**src/rtl/io_port_pkg.sv**
```systemverilog
// -----------------------------------------------------------------------------
// io_port_pkg
// Shared definitions for the I/O port bank:
//   - default parameter values for the bank,
//   - bit offsets of the per-channel error pair inside err_flags,
//   - derivation of the port-index width from the channel count.
// -----------------------------------------------------------------------------
package io_port_pkg;

    localparam int DEF_DATA_W     = 32;
    localparam int DEF_NUM_PORTS  = 2;
    localparam int DEF_FIFO_DEPTH = 4;

    // Channel k owns err_flags[2k +: 2]; these are the offsets within that pair.
    localparam int ERR_UNDERFLOW = 0;
    localparam int ERR_OVERFLOW  = 1;

    // A single-channel bank still needs a one-bit index so the port exists.
    function automatic int port_w_calc(input int num_ports);
        if (num_ports <= 1) begin
            return 1;
        end else begin
            return $clog2(num_ports);
        end
    endfunction

endpackage

```
**src/rtl/sync_fifo.sv**
```systemverilog
// -----------------------------------------------------------------------------
// sync_fifo
// Single-clock show-ahead FIFO. Push/pop requests are qualified against the
// occupancy at the start of the cycle: a push into a full FIFO and a pop from
// an empty FIFO are ignored, even when the opposite operation happens in the
// same cycle.
// Ports:
//   clock, clear  rising-edge clock, asynchronous active-high reset
//   push, din     write request and data
//   pop           read request (advances past the current head)
//   head          current head word, 0 while empty
//   full, empty   occupancy status derived from the registered count
//   count         number of stored words (0..DEPTH)
// -----------------------------------------------------------------------------
module sync_fifo #(
    parameter int WIDTH = 32,
    parameter int DEPTH = 4
) (
    input  logic                     clock,
    input  logic                     clear,
    input  logic                     push,
    input  logic                     pop,
    input  logic [WIDTH-1:0]         din,
    output logic [WIDTH-1:0]         head,
    output logic                     full,
    output logic                     empty,
    output logic [$clog2(DEPTH):0]   count
);

    localparam int AW = $clog2(DEPTH);
    localparam logic [AW-1:0] PTR_ONE  = AW'(1'b1);
    localparam logic [AW:0]   CNT_ONE  = (AW+1)'(1'b1);
    localparam logic [AW:0]   CNT_FULL = (AW+1)'(DEPTH);

    logic [WIDTH-1:0] mem_r [DEPTH];
    logic [AW-1:0]    wr_ptr_r;
    logic [AW-1:0]    rd_ptr_r;
    logic [AW:0]      count_r;
    logic             full_s;
    logic             empty_s;
    logic             do_push_s;
    logic             do_pop_s;

    assign full_s    = (count_r == CNT_FULL);
    assign empty_s   = (count_r == {(AW+1){1'b0}});
    assign do_push_s = push & ~full_s;
    assign do_pop_s  = pop & ~empty_s;

    assign full  = full_s;
    assign empty = empty_s;
    assign count = count_r;
    // Gate the head so stale storage never leaks out of an empty FIFO.
    assign head  = empty_s ? {WIDTH{1'b0}} : mem_r[rd_ptr_r];

    // Storage write; contents need no reset since head is gated by empty.
    always_ff @(posedge clock) begin
        if (do_push_s) begin
            mem_r[wr_ptr_r] <= din;
        end
    end

    // Pointer and occupancy update; pointers wrap naturally (DEPTH is 2^AW).
    always_ff @(posedge clock or posedge clear) begin
        if (clear) begin
            wr_ptr_r <= {AW{1'b0}};
            rd_ptr_r <= {AW{1'b0}};
            count_r  <= {(AW+1){1'b0}};
        end else begin
            if (do_push_s) begin
                wr_ptr_r <= wr_ptr_r + PTR_ONE;
            end
            if (do_pop_s) begin
                rd_ptr_r <= rd_ptr_r + PTR_ONE;
            end
            case ({do_push_s, do_pop_s})
                2'b10:   count_r <= count_r + CNT_ONE;
                2'b01:   count_r <= count_r - CNT_ONE;
                default: count_r <= count_r;
            endcase
        end
    end

endmodule

```
**src/rtl/io_port_bank.sv**
```systemverilog
// -----------------------------------------------------------------------------
// io_port_bank
// NUM_PORTS input and output channels, each buffered by a FIFO_DEPTH-word FIFO.
// External devices use valid/ready per channel; the datapath uses port_sel with
// the InPortout (pop input FIFO) and OutPortin (push BusMuxOut to output FIFO)
// strobes. Sticky err_flags record bus-side underflow and overflow per channel.
// Ports:
//   clock, clear                         clock, asynchronous active-high reset
//   port_sel, InPortout, bus_rd_data     bus read side (show-ahead, combinational)
//   OutPortin, BusMuxOut                 bus write side
//   ext_in_data/valid/ready              producer side of the input FIFOs
//   ext_out_data/valid/ready             consumer side of the output FIFOs
//   in_empty, out_full                   per-channel status
//   err_flags, err_clr                   bit 2k underflow, bit 2k+1 overflow
// -----------------------------------------------------------------------------
module io_port_bank
    import io_port_pkg::*;
#(
    parameter int DATA_W     = DEF_DATA_W,
    parameter int NUM_PORTS  = DEF_NUM_PORTS,
    parameter int FIFO_DEPTH = DEF_FIFO_DEPTH,
    parameter int PORT_W     = port_w_calc(NUM_PORTS)
) (
    input  logic                          clock,
    input  logic                          clear,
    input  logic [PORT_W-1:0]             port_sel,
    input  logic                          InPortout,
    output logic [DATA_W-1:0]             bus_rd_data,
    input  logic                          OutPortin,
    input  logic [DATA_W-1:0]             BusMuxOut,
    input  logic [NUM_PORTS*DATA_W-1:0]   ext_in_data,
    input  logic [NUM_PORTS-1:0]          ext_in_valid,
    output logic [NUM_PORTS-1:0]          ext_in_ready,
    output logic [NUM_PORTS*DATA_W-1:0]   ext_out_data,
    output logic [NUM_PORTS-1:0]          ext_out_valid,
    input  logic [NUM_PORTS-1:0]          ext_out_ready,
    output logic [NUM_PORTS-1:0]          in_empty,
    output logic [NUM_PORTS-1:0]          out_full,
    output logic [2*NUM_PORTS-1:0]        err_flags,
    input  logic                          err_clr
);

    localparam int CNT_W = $clog2(FIFO_DEPTH) + 1;
    localparam logic [CNT_W-1:0] CNT_FULL = CNT_W'(FIFO_DEPTH);

    logic [NUM_PORTS-1:0]   sel_hit_s;
    logic [NUM_PORTS-1:0]   in_pop_s;
    logic [NUM_PORTS-1:0]   in_full_s;
    logic [NUM_PORTS-1:0]   out_push_s;
    logic [NUM_PORTS-1:0]   out_empty_s;
    logic [DATA_W-1:0]      in_head_s   [NUM_PORTS];
    logic [CNT_W-1:0]       in_count_s  [NUM_PORTS];
    logic [CNT_W-1:0]       out_count_s [NUM_PORTS];
    logic [DATA_W-1:0]      bus_rd_s;
    logic [2*NUM_PORTS-1:0] err_set_s;
    logic [2*NUM_PORTS-1:0] err_flags_r;

    // Port decode: an out-of-range port_sel matches no channel, so its strobes
    // touch nothing and its read returns 0.
    always_comb begin
        sel_hit_s = {NUM_PORTS{1'b0}};
        for (int k = 0; k < NUM_PORTS; k++) begin
            sel_hit_s[k] = (port_sel == PORT_W'(k));
        end
    end

    // Bus read mux as an AND-OR over the one-hot decode.
    always_comb begin
        bus_rd_s = {DATA_W{1'b0}};
        for (int k = 0; k < NUM_PORTS; k++) begin
            bus_rd_s = bus_rd_s | (in_head_s[k] & {DATA_W{sel_hit_s[k]}});
        end
    end

    assign bus_rd_data = bus_rd_s;

    for (genvar g = 0; g < NUM_PORTS; g++) begin : g_chan
        assign in_pop_s[g]   = InPortout & sel_hit_s[g];
        assign out_push_s[g] = OutPortin & sel_hit_s[g];

        sync_fifo #(.WIDTH(DATA_W), .DEPTH(FIFO_DEPTH)) u_in_fifo (
            .clock (clock),
            .clear (clear),
            .push  (ext_in_valid[g]),
            .pop   (in_pop_s[g]),
            .din   (ext_in_data[g*DATA_W +: DATA_W]),
            .head  (in_head_s[g]),
            .full  (in_full_s[g]),
            .empty (in_empty[g]),
            .count (in_count_s[g])
        );

        sync_fifo #(.WIDTH(DATA_W), .DEPTH(FIFO_DEPTH)) u_out_fifo (
            .clock (clock),
            .clear (clear),
            .push  (out_push_s[g]),
            .pop   (ext_out_ready[g]),
            .din   (BusMuxOut),
            .head  (ext_out_data[g*DATA_W +: DATA_W]),
            .full  (out_full[g]),
            .empty (out_empty_s[g]),
            .count (out_count_s[g])
        );

        assign ext_in_ready[g]  = ~in_full_s[g];
        assign ext_out_valid[g] = ~out_empty_s[g];

        // Errors are judged on the start-of-cycle count, like the FIFO itself.
        assign err_set_s[2*g + ERR_UNDERFLOW] = in_pop_s[g] &
                                                (in_count_s[g] == {CNT_W{1'b0}});
        assign err_set_s[2*g + ERR_OVERFLOW]  = out_push_s[g] &
                                                (out_count_s[g] == CNT_FULL);
    end

    // Sticky error flags; a new error in the clearing cycle survives the clear.
    always_ff @(posedge clock or posedge clear) begin
        if (clear) begin
            err_flags_r <= {(2*NUM_PORTS){1'b0}};
        end else if (err_clr) begin
            err_flags_r <= err_set_s;
        end else begin
            err_flags_r <= err_flags_r | err_set_s;
        end
    end

    assign err_flags = err_flags_r;

endmodule

```
**config.mk**
```make
export PLATFORM = sky130hd
export DESIGN_NAME = io_port_bank
export DESIGN_NICKNAME = d
export VERILOG_FILES = /design/src/rtl/io_port_pkg.sv /design/src/rtl/sync_fifo.sv /design/src/rtl/io_port_bank.sv
export SDC_FILE = /design/constraint.sdc
export NUM_CORES = 1
export LEC_CHECK = 0
export CORE_ASPECT_RATIO = 0.75
export CORE_MARGIN = 5
export CORE_UTILIZATION = 57
export CTS_CLUSTER_SIZE = 28
export DETAILED_ROUTE_END_ITERATION = 12
export PLACE_DENSITY = 0.84
export REMOVE_ABC_BUFFERS = 1
export SETUP_SLACK_MARGIN = 0.15
export SLEW_MARGIN = 10
export SYNTH_ARGS = -nofsm -noshare
export SYNTH_HDL_FRONTEND = slang
export SYNTH_HIERARCHICAL = 1
export SYNTH_SLANG_ARGS = --single-unit
```
**constraint.sdc**
```tcl
create_clock -name clock -period 2.9 [get_ports clock]
set_input_delay 0.58 -clock clock [delete_from_list [all_inputs] [get_ports clock]]
set_output_delay 0.58 -clock clock [all_outputs]
set_load 0.02 [all_outputs]
```
==> results of run 1 <==
synth_stat cells, drive strengths merged (6+ instances only):
cell    number
and2        18
and2b       16
buf         36
clkbuf      12
dfrtp       32
edfxtp     512
ha          20
inv         34
mux2        36
mux4       128
nor2        10
nor2b      122
nor3         6
xnor2        8
xor2        16
worst max-delay path: cells and delay by family (launching register included):
kind / cells / cell delay (ns)
DFF: 1 / 0.42
muxes: 2 / 0.80
and+or+nand+nor: 1 / 0.14
buffers and inverters: 4 / 0.50
final cells by class:
type	instances	area, µm²
clock buffers	60	1330
multi-input cells	400	5680
clock inverters	31	231
repair buffers	329	3990
fillers	2063	9900
well taps	512	641
inverters	34	128
flip-flops and latches	544	16200
diodes	3	7.51
how the worst max path moves through the flow:
stage	start	to	slack (ns)	cells past startpoint
final	g_chan[0].u_in_fifo/rd_ptr_r[0]	bus_rd_data[2]	-0.12	7
after global routing	g_chan[0].u_in_fifo/rd_ptr_r[0]	bus_rd_data[2]	-0.19	7
after CTS	g_chan[0].u_in_fifo/rd_ptr_r[0]	bus_rd_data[2]	-0.12	7
after detailed placement	g_chan[1].u_in_fifo/rd_ptr_r[0]	bus_rd_data[1]	0.11	5
after global placement	g_chan[1].u_in_fifo/rd_ptr_r[0]	bus_rd_data[0]	0.14	5
after floorplan	g_chan[1].u_in_fifo/rd_ptr_r[0]	bus_rd_data[31]	-0.25	3
flip-flops by register name (all words and copies together), names as in the netlist:
register and flops:
g_chan.u_out_fifo/rd_ptr_r 4, g_chan.u_in_fifo/count 6, g_chan.u_out_fifo/count 6, g_chan.u_in_fifo/wr_ptr_r 4
g_chan.u_out_fifo/wr_ptr_r 4, err_flags 4, g_chan.u_in_fifo/mem_r 256, g_chan.u_out_fifo/mem_r 256
g_chan.u_in_fifo/rd_ptr_r 4
metrics by stage:
stage	hold slack [ns]	instance area (µm²)	setup TNS, ns	worst slack (ns)
3_3_place_gp	0.477	25100	0	0.137
2_1_floorplan	0.346	21500	-6.35	-0.254
3_5_place_dp	0.485	25100	0	0.109
6_report	0.369	28200	-1.56	-0.116
4_1_cts	0.329	27400	-1.63	-0.119
5_1_grt	0.360	28200	-3.80	-0.191
per-layer routing:
| layer | routed length, µm | vias to the layer above | GRT usage [%] |
|---|---|---|---|
| met5 | 0 | - | 0 |
| met4 | 1030 | 0 | 5.89 |
| met3 | 3340 | 72 | 4.58 |
| met2 | 25800 | 445 | 38.1 |
| met1 | 21300 | 5858 | 34.5 |
| li1 | - | 4724 | - |
kinds of logic after synthesis:
| kind of cell | share of synthesized area, % |
|---|---|
| xor gates and xnor gates | 0.960 |
| DFF | 73.9 |
| AOI/OAI and AO/OA | 0.171 |
| adders and majority gates | 1.51 |
| muxes | 15.8 |
| buffers and inverters | 2.50 |
| and+or+nand+nor | 5.15 |
repair_timing:
action,CTS,global route
resized for setup,603,158
buffers inserted,27,25
endpoints found under the hold margin,0,0
pin swaps,2,0
gates cloned,10,0
endpoints found under the setup margin,100,88
where the power goes:
group,internal (mW),switching (mW)
clock,3.47,2.85
sequential,10.0,0.532
combinational,7.68,6.59
total,21.2,9.97
==> flow_metrics.py, run 1 <==
metrics = {
    "outcome": {
        "violations": "negative setup slack",
        "status": "complete, but fails checks",
    },
    "final_layout": {
        "drive_gt1_share_pct": 37.5,
        "final_core_util_pct": 74.0,
        "area_growth_syn_to_layout_pct": 28.7,
        "final_cell_mix": "512 x edfxtp_1, 128 x mux4_2, 112 x buf_6, 112 x clkdlybuf4s50_1, 66 x nor2b_4",
        "final_common_cell": "edfxtp_1",
        "fin_nets": 1491,
        "instances_no_fill": 1913,
    },
    "clock_tree": {
        "max-clock-path-buffers": 3,
        "cts-hold-fix-buffers": 0,
        "cts_root_buf": "clkbuf_16",
        "numCtsBuffers": 52,
        "cts.sinks": 544,
        "cts_tree": "done",
        "htreeDepth": 2,
        "clkTransAtPathRegs_ns": 0.06,
        "insertion_delay_ns": 0.58,
    },
    "setup_path": {
        "critPathLaunchType": "flop",
        "regToRegEndpoint": "g_chan[1].u_out_fifo/count[2]",
        "end_kind": "primary output",
        "critPathSlowestCell": "mux4_2",
        "crit_fanout": 5,
        "path_common_cell": "buf_6",
        "slowest_delay_ns": 0.50,
        "arrival_ns": 2.44,
        "crit_required_ns": 2.32,
        "worstSetupPathType": "flop to primary output",
        "cp_cell_sequence": "buf_6 -> buf_12 -> buf_16 -> mux4_2 -> nor2b_4 -> mux2_4 -> buf_6",
        "r2r_start": "g_chan[1].u_out_fifo/count[0]",
        "r2r_slack_ns": 0.41,
        "reg2regPathDepth": 10,
    },
    "placed_design": {
        "place_congestion": 0.746,
        "port_buffers": 213,
        "dp_cells": 1757,
        "dp_hpwl_mm": 28.5,
    },
    "timing": {
        "finalHoldViolCount": 0,
        "fmax_ghz": 0.332,
        "rsz0062_at_grt": "yes",
        "relSlewSlack_pct": 75.2,
        "worst_pin_slew_ns": 0.371,
        "fin_skew_ns": 0.0224,
        "worst_slack_ns": -0.116,
        "finalCritPeriodShare_pct": 104,
        "drv_slew": 0,
        "setup_viol": 25,
        "timing.final.crit_period_ns": 3.02,
    },
    "synthesis": {
        "syn_area_mm2": 0.0219,
        "syn_avg_cell_area_um2": 21.3,
        "synth_flop_cell": "edfxtp_1",
        "yosysSeqAreaShare_pct": 73.9,
        "yosysTopAreaCellShare_pct": 70.2,
        "synth_top_cell_by_area": "edfxtp_1",
        "synth_area_leaders": "edfxtp_1 70%, mux4_2 12%, dfrtp_1 3.7%",
        "async_flop_share_pct": 5.88,
        "synth.distinct_cells": 26,
        "ys_ff_latch": 544,
        "synth_edf_count": 512,
        "synth_warnings": 6,
        "syn_inst": 1026,
    },
    "drt": {
        "route.detailed.drc": 0,
        "vias": 11100,
        "vias_per_cell": 5.80,
        "dr.pass1.iters": 5,
        "wl_mm": 51.5,
        "drt-initial-drc-count": 1192,
        "wl_per_cell_um": 26.9,
        "ant_nets": 0,
    },
    "global_routing": {
        "grt_pass1_vias": 11700,
        "overflow": 0,
        "grt_pass1_wl_mm": 75.4,
        "antenna_found_initial": 2,
        "grt_use_total_pct": 23.7,
        "grt_max_degree": 36,
    },
    "floorplanning": {
        "io_pins": 214,
        "initial_core_util_pct": 57.5,
        "core_region_area_mm2": 0.0381,
        "die_w_um": 236,
        "die_h_um": 180,
        "fp-row-count": 62,
        "die_area_mm2": 0.0425,
    },
    "job": {
        "drv_cap": 0,
    },
    "pwr": {
        "power.total_mw": 31.2,
        "powerDensity_mw_per_mm2": 1110,
        "leakagePower_nw": 10.1,
        "ir_drop_uv": 697,
    },
    "worst_hold_path": {
        "min_path_type": "primary input to async pin",
    },
}
Power figures use the tool's default switching activity.
==> inputs of run 2 (changes only) <==
--- a/config.mk
+++ b/config.mk
@@ -8,12 +8,13 @@
 export CORE_ASPECT_RATIO = 0.75
 export CORE_MARGIN = 5
 export CORE_UTILIZATION = 57
+export CTS_CLUSTER_DIAMETER = 80
 export CTS_CLUSTER_SIZE = 28
 export DETAILED_ROUTE_END_ITERATION = 12
 export PLACE_DENSITY = 0.84
 export REMOVE_ABC_BUFFERS = 1
 export SETUP_SLACK_MARGIN = 0.15
-export SLEW_MARGIN = 10
+export SLEW_MARGIN = 20
 export SYNTH_ARGS = -nofsm -noshare
 export SYNTH_HDL_FRONTEND = slang
 export SYNTH_HIERARCHICAL = 1
==> flow_metrics.py, run 2 (synthesized netlist as in run 1, its figures left out) <==
metrics = {
    "final_layout": {
        "area_growth_syn_to_layout_pct": 23.1,
        "final_common_cell": "edfxtp_1",
        "final_cell_mix": "512 x edfxtp_1, 127 x mux4_2, 111 x clkdlybuf4s50_1, 97 x buf_6, 70 x nor2b_1",
        "drive_gt1_share_pct": 34.1,
        "fin_nets": 1451,
        "reg_top3": "g_chan.u_in_fifo/mem_r: 256 flops, g_chan.u_out_fifo/mem_r: 256 flops",
        "fin_area_mm2": 0.0270,
    },
    "global_routing": {
        "overflow": 0,
        "antenna_found_initial": 4,
        "grt_max_degree": 36,
        "grt_pass1_vias": 11200,
        "grt_pass1_wl_mm": 73.1,
        "grt_use_total_pct": 22.9,
    },
    "placed_design": {
        "dp_hpwl_mm": 28.5,
        "postPlaceCellArea_mm2": 0.0251,
        "port_buffers": 213,
        "place_congestion": 0.746,
        "place_ws_ns": 0.109,
    },
    "clock_tree": {
        "htreeDepth": 1,
        "cts_tree": "done",
        "insertion_delay_ns": 0.56,
        "clkTransAtPathRegs_ns": 0.11,
        "cts.sinks": 544,
        "cts_root_buf": "clkbuf_16",
        "numCtsBuffers": 23,
        "cts-hold-fix-buffers": 0,
        "max-clock-path-buffers": 3,
    },
    "pwr": {
        "powerDensity_mw_per_mm2": 1040,
        "ir_drop_uv": 543,
        "seqPwrFrac_pct": 37.8,
        "swShare_pct": 32.7,
        "leakagePower_nw": 9.52,
        "power.total_mw": 28.0,
        "pwr-share-clk_pct": 13.6,
        "p_comb_share_pct": 48.6,
        "power_switching_mw": 9.16,
        "p_int_mw": 18.8,
    },
    "setup_path": {
        "arrival_ns": 2.41,
        "crit_required_ns": 2.32,
        "r2r_slack_ns": 0.46,
        "r2r_start": "g_chan[1].u_out_fifo/count[0]",
        "critPathLaunchType": "flop",
        "cp_num_buf_inv": 4,
        "cp_cell_sequence": "buf_12 -> buf_12 -> buf_16 -> mux4_2 -> nor2b_4 -> mux2_4 -> buf_6",
        "crit_fanout": 8,
        "slowest_delay_ns": 0.51,
        "critPathSlowestCell": "mux4_2",
        "path_common_cell": "buf_12",
        "end_kind": "primary output",
        "regToRegEndpoint": "g_chan[1].u_out_fifo/count[2]",
        "critPathTopFamily": "multiplexers",
        "worstSetupPathType": "flop to primary output",
        "reg2regPathDepth": 10,
    },
    "timing": {
        "drv_slew": 0,
        "timing.hold.ws_ns": 0.321,
        "worst_slack_ns": -0.0941,
        "rsz0062_at_grt": "yes",
        "finalHoldViolCount": 0,
        "timing.final.crit_period_ns": 2.99,
        "fin_skew_ns": 0.0201,
        "fmax_ghz": 0.334,
        "worst_pin_slew_ns": 0.350,
        "finalCritPeriodShare_pct": 103,
        "relSlewSlack_pct": 76.6,
        "tns_ns": -1.62,
        "setup_viol": 31,
    },
    "drt": {
        "wl_per_cell_um": 26.9,
        "vias_per_cell": 5.89,
        "ant_nets": 0,
        "dr.pass1.iters": 7,
        "wl_mm": 49.6,
        "drt-initial-drc-count": 1130,
        "route.detailed.drc": 0,
        "vias": 10900,
    },
    "outcome": {
        "violations": "negative setup slack",
        "status": "complete, but fails checks",
    },
    "job": {
        "drv_cap": 0,
    },
    "floorplanning": {
        "core_region_area_mm2": 0.0381,
        "die_area_mm2": 0.0425,
        "die_h_um": 180,
        "fp-row-count": 62,
        "io_pins": 214,
        "initial_core_util_pct": 57.5,
        "die_w_um": 236,
    },
    "worst_hold_path": {
        "min_path_type": "primary input to async pin",
    },
}
[run 2: cell count changes in the layout (fill, tap and decap cells not counted), moves of 5 or more]
cell,change
nor2b_4,-17
buf_6,-15
buf_2,+11
buf_12,-5
nor2b_1,+16
clkinv_2,-8
clkinvlp_4,-5
clkbuf_16,-27
clkinv_1,-13
[run 2: power by group through the flow]
stage	combinational, mW	sequential (mW)	clock (mW)
after global routing	14.3	10.7	4.22
after CTS	12.3	10.6	3.89
after detailed placement	11.2	10.7	0
final	13.6	10.6	3.81
after global placement	11.0	10.6	0
after floorplan	5.89	11.1	0
[run 2: stage by stage]
stage,util [%],std cells
final,70.8,1844
after global routing,70.8,1843
after floorplan,-,978
after detailed placement,65.8,1757
after global placement,65.8,1757
after CTS,68.9,1826
[run 2: worst register-to-register path, stage by stage (launching register included)]
cell and delay (ns):
dfrtp_1 0.50, nor3_4 0.06, buf_4 0.17, bufbuf_16 0.33, nor2b_1 0.22, ha_1 0.22, inv_1 0.06, fa_1 0.37
xor2_1 0.15, nor2_1 0.13, xor2_1 0.16
[run 2: layout make-up]
class	instances	area, µm²
antenna	3	7.51
clock buffer	31	606
clock inverter	2	46.3
fill	2201	11100
inverter	34	128
multi-input combinational	400	5560
sequential	544	16200
tap	512	641
timing repair buffer	318	3780
[run 2: worst max path at each step]
stage | slack, ns | cells after the start | startpoint | endpoint
5_1_grt | -0.18 | 6 | g_chan[0].u_in_fifo/rd_ptr_r[0] | bus_rd_data[12]
3_3_place_gp | 0.14 | 5 | g_chan[1].u_in_fifo/rd_ptr_r[0] | bus_rd_data[0]
3_5_place_dp | 0.11 | 5 | g_chan[1].u_in_fifo/rd_ptr_r[0] | bus_rd_data[1]
2_1_floorplan | -0.25 | 3 | g_chan[1].u_in_fifo/rd_ptr_r[0] | bus_rd_data[31]
6_report | -0.09 | 7 | g_chan[1].u_in_fifo/rd_ptr_r[0] | bus_rd_data[25]
4_1_cts | -0.1 | 7 | g_chan[1].u_in_fifo/rd_ptr_r[0] | bus_rd_data[25]
[run 2: layer usage]
metal  global-route usage [%]  vias to the layer above  wire length, µm
li1                         -                     4611                -
met1                     34.2                     5787            20600
met2                     37.1                      413            24500
met3                     3.60                       48             3540
met4                     4.36                        2              982
met5                        0                        -               13
[run 2: repair_timing]
action                     in CTS  in global routing
setup buffers                  27                 13
resized for setup             538                171
setup endpoints to repair     100                 87
pin swaps                       1                  0
cloned                          9                  2
==> inputs of run 3 (changes only) <==
--- a/config.mk
+++ b/config.mk
@@ -7,11 +7,12 @@
 export LEC_CHECK = 0
 export CORE_ASPECT_RATIO = 0.75
 export CORE_MARGIN = 5
-export CORE_UTILIZATION = 57
+export CORE_UTILIZATION = 59
+export CTS_BUF_LIST = sky130_fd_sc_hd__clkbuf_4 sky130_fd_sc_hd__clkbuf_8
 export CTS_CLUSTER_DIAMETER = 80
 export CTS_CLUSTER_SIZE = 28
 export DETAILED_ROUTE_END_ITERATION = 12
-export PLACE_DENSITY = 0.84
+export PLACE_DENSITY = 0.86
 export REMOVE_ABC_BUFFERS = 1
 export SETUP_SLACK_MARGIN = 0.15
 export SLEW_MARGIN = 20
==> flow_metrics.py, run 3 (synthesized netlist as in run 1, its figures left out) <==
metrics = {
    "worst_hold_path": {
        "min_path_type": "primary input to async pin",
    },
    "pwr": {
        "swShare_pct": 33.2,
        "power.total_mw": 27.1,
        "powerDensity_mw_per_mm2": 1020,
        "leakagePower_nw": 9.42,
        "p_int_mw": 18.1,
        "ir_drop_uv": 626,
        "pwr-share-clk_pct": 11.0,
        "power_switching_mw": 9.01,
        "p_comb_share_pct": 50.1,
        "seqPwrFrac_pct": 38.8,
    },
    "placed_design": {
        "port_buffers": 213,
        "dp_hpwl_mm": 27.9,
        "place_congestion": 0.753,
    },
    "global_routing": {
        "grt_pass1_wl_mm": 70.7,
        "top_usage_layer": "met2",
        "grt.met1_usage_pct": 34.4,
        "grt_max_degree": 36,
        "grtUsageMet3_pct": 3.88,
        "grt_use_total_pct": 23.1,
        "grt_pass1_vias": 11100,
        "antenna_found_initial": 4,
        "overflow": 0,
        "grt_use_met2_pct": 37.1,
    },
    "timing": {
        "finalCritPeriodShare_pct": 107,
        "fmax_ghz": 0.322,
        "worst_slack_ns": -0.208,
        "relSlewSlack_pct": 77.0,
        "fin_skew_ns": 0.0237,
        "drv_slew": 0,
        "worst_pin_slew_ns": 0.344,
        "rsz0062_at_grt": "yes",
        "finalHoldViolCount": 0,
        "setup_viol": 42,
        "timing.final.crit_period_ns": 3.11,
    },
    "clock_tree": {
        "cts-hold-fix-buffers": 0,
        "max-clock-path-buffers": 3,
        "insertion_delay_ns": 0.63,
        "numCtsBuffers": 23,
        "cts_root_buf": "clkbuf_8",
        "cts_tree": "done",
        "htreeDepth": 1,
        "cts.sinks": 544,
        "clkTransAtPathRegs_ns": 0.17,
    },
    "setup_path": {
        "cp_cell_sequence": "buf_4 -> buf_16 -> buf_4 -> mux4_2 -> nor2b_1 -> mux2_4 -> buf_4",
        "path_common_cell": "buf_4",
        "slowest_delay_ns": 0.48,
        "critPathSlowestCell": "dfrtp_2",
        "crit_fanout": 4,
        "arrival_ns": 2.53,
        "end_kind": "primary output",
        "critPathLaunchType": "flop",
        "worstSetupPathType": "flop to primary output",
        "crit_required_ns": 2.32,
    },
    "drt": {
        "ant_nets": 0,
        "wl_mm": 48.2,
        "route.detailed.drc": 0,
        "drt-initial-drc-count": 1091,
        "wl_per_cell_um": 26.1,
        "vias": 10900,
        "vias_per_cell": 5.93,
        "dr.pass1.iters": 6,
    },
    "floorplanning": {
        "core_region_area_mm2": 0.0369,
        "fp-row-count": 61,
        "die_w_um": 232,
        "io_pins": 214,
        "initial_core_util_pct": 59.4,
        "die_area_mm2": 0.0411,
        "die_h_um": 177,
    },
    "final_layout": {
        "area_growth_syn_to_layout_pct": 22.0,
        "final_common_cell": "edfxtp_1",
        "fin_nets": 1460,
        "drive_gt1_share_pct": 35.3,
        "final_cell_mix": "512 x edfxtp_1, 128 x mux4_2, 112 x buf_6, 110 x clkdlybuf4s50_1, 70 x nor2b_1",
        "fill_cells": 2094,
        "final_core_util_pct": 72.5,
        "reg_top3": "g_chan.u_in_fifo/mem_r: 256 flops, g_chan.u_out_fifo/mem_r: 256 flops",
    },
    "outcome": {
        "status": "complete, but fails checks",
        "violations": "negative setup slack",
    },
    "job": {
        "drv_cap": 0,
    },
}
## run 3: layout make-up
type                    instances  area, µm²  share of cell area [%]
diodes                          1       2.50                 0.00936
clock buffers                  31        377                    1.41
clock inverters                 2       23.8                  0.0890
inverters                      34        128                   0.478
multi-input cells             400       5560                    20.8
flip-flops and latches        544      16200                    60.6
well taps                     504        631                    2.36
repair buffers                327       3820                    14.3
## run 3: worst max-delay path: cells and delay by family, from the launching register on
kind	cells	cell delay, ns
AND/OR/NAND/NOR	1	0.16
buffers and inverters	4	0.58
flip-flops	1	0.48
multiplexers	2	0.68
## run 3: per-stage QoR
step | hold WS [ns] | TNS (ns) | worst slack, ns | cell area (µm²) | cells
after detailed placement | 0.497 | 0 | 0.126 | 25000 | 1745
after floorplan | 0.346 | -6.35 | -0.254 | 21500 | 978
after global placement | 0.482 | 0 | 0.146 | 25000 | 1745
after global routing | 0.228 | -12.37 | -0.316 | 26700 | 1843
after CTS | 0.201 | -8.22 | -0.262 | 26000 | 1820
final | 0.261 | -5.54 | -0.208 | 26700 | 1843
## run 3: per-layer routing
layer / vias up / routed length (µm)
met3: 72 / 3140
li1: 4611 / -
met2: 466 / 24000
met1: 5775 / 19800
met5: - / 47
met4: 6 / 1210
## run 3: path summary, 6_finish.rpt
path                                            startpoint                               to  slack [ns]  cells past startpoint
min                                                  clear                     err_flags[1]        0.26                      2
max in group asynchronous                            clear  g_chan[1].u_in_fifo/rd_ptr_r[0]        2.28                      2
min reg2reg                                   err_flags[3]                     err_flags[3]        0.53                      1
max                        g_chan[1].u_in_fifo/rd_ptr_r[0]                  bus_rd_data[11]       -0.21                      7
min in group clock                            err_flags[3]                     err_flags[3]        0.53                      1
max reg2reg                  g_chan[0].u_out_fifo/count[0]    g_chan[0].u_out_fifo/count[2]        0.39                     10
## run 3: power groups by stage
stage          clock (mW)  combinational [mW]  sequential, mW
6_report             2.99                13.6            10.5
3_5_place_dp            0                11.2            10.7
2_1_floorplan           0                5.89            11.1
5_1_grt              3.38                14.3            10.6
4_1_cts              3.06                12.4            10.5
3_3_place_gp            0                11.0            10.6
## run 3: repair_timing
action                                  in CTS  in global routing
buffers inserted                            36                 22
gates cloned                                 6                  0
gates resized for setup                    574                157
endpoints found under the setup margin     102                 95
hold endpoints to repair                     0                  0
pin swaps                                    2                  0
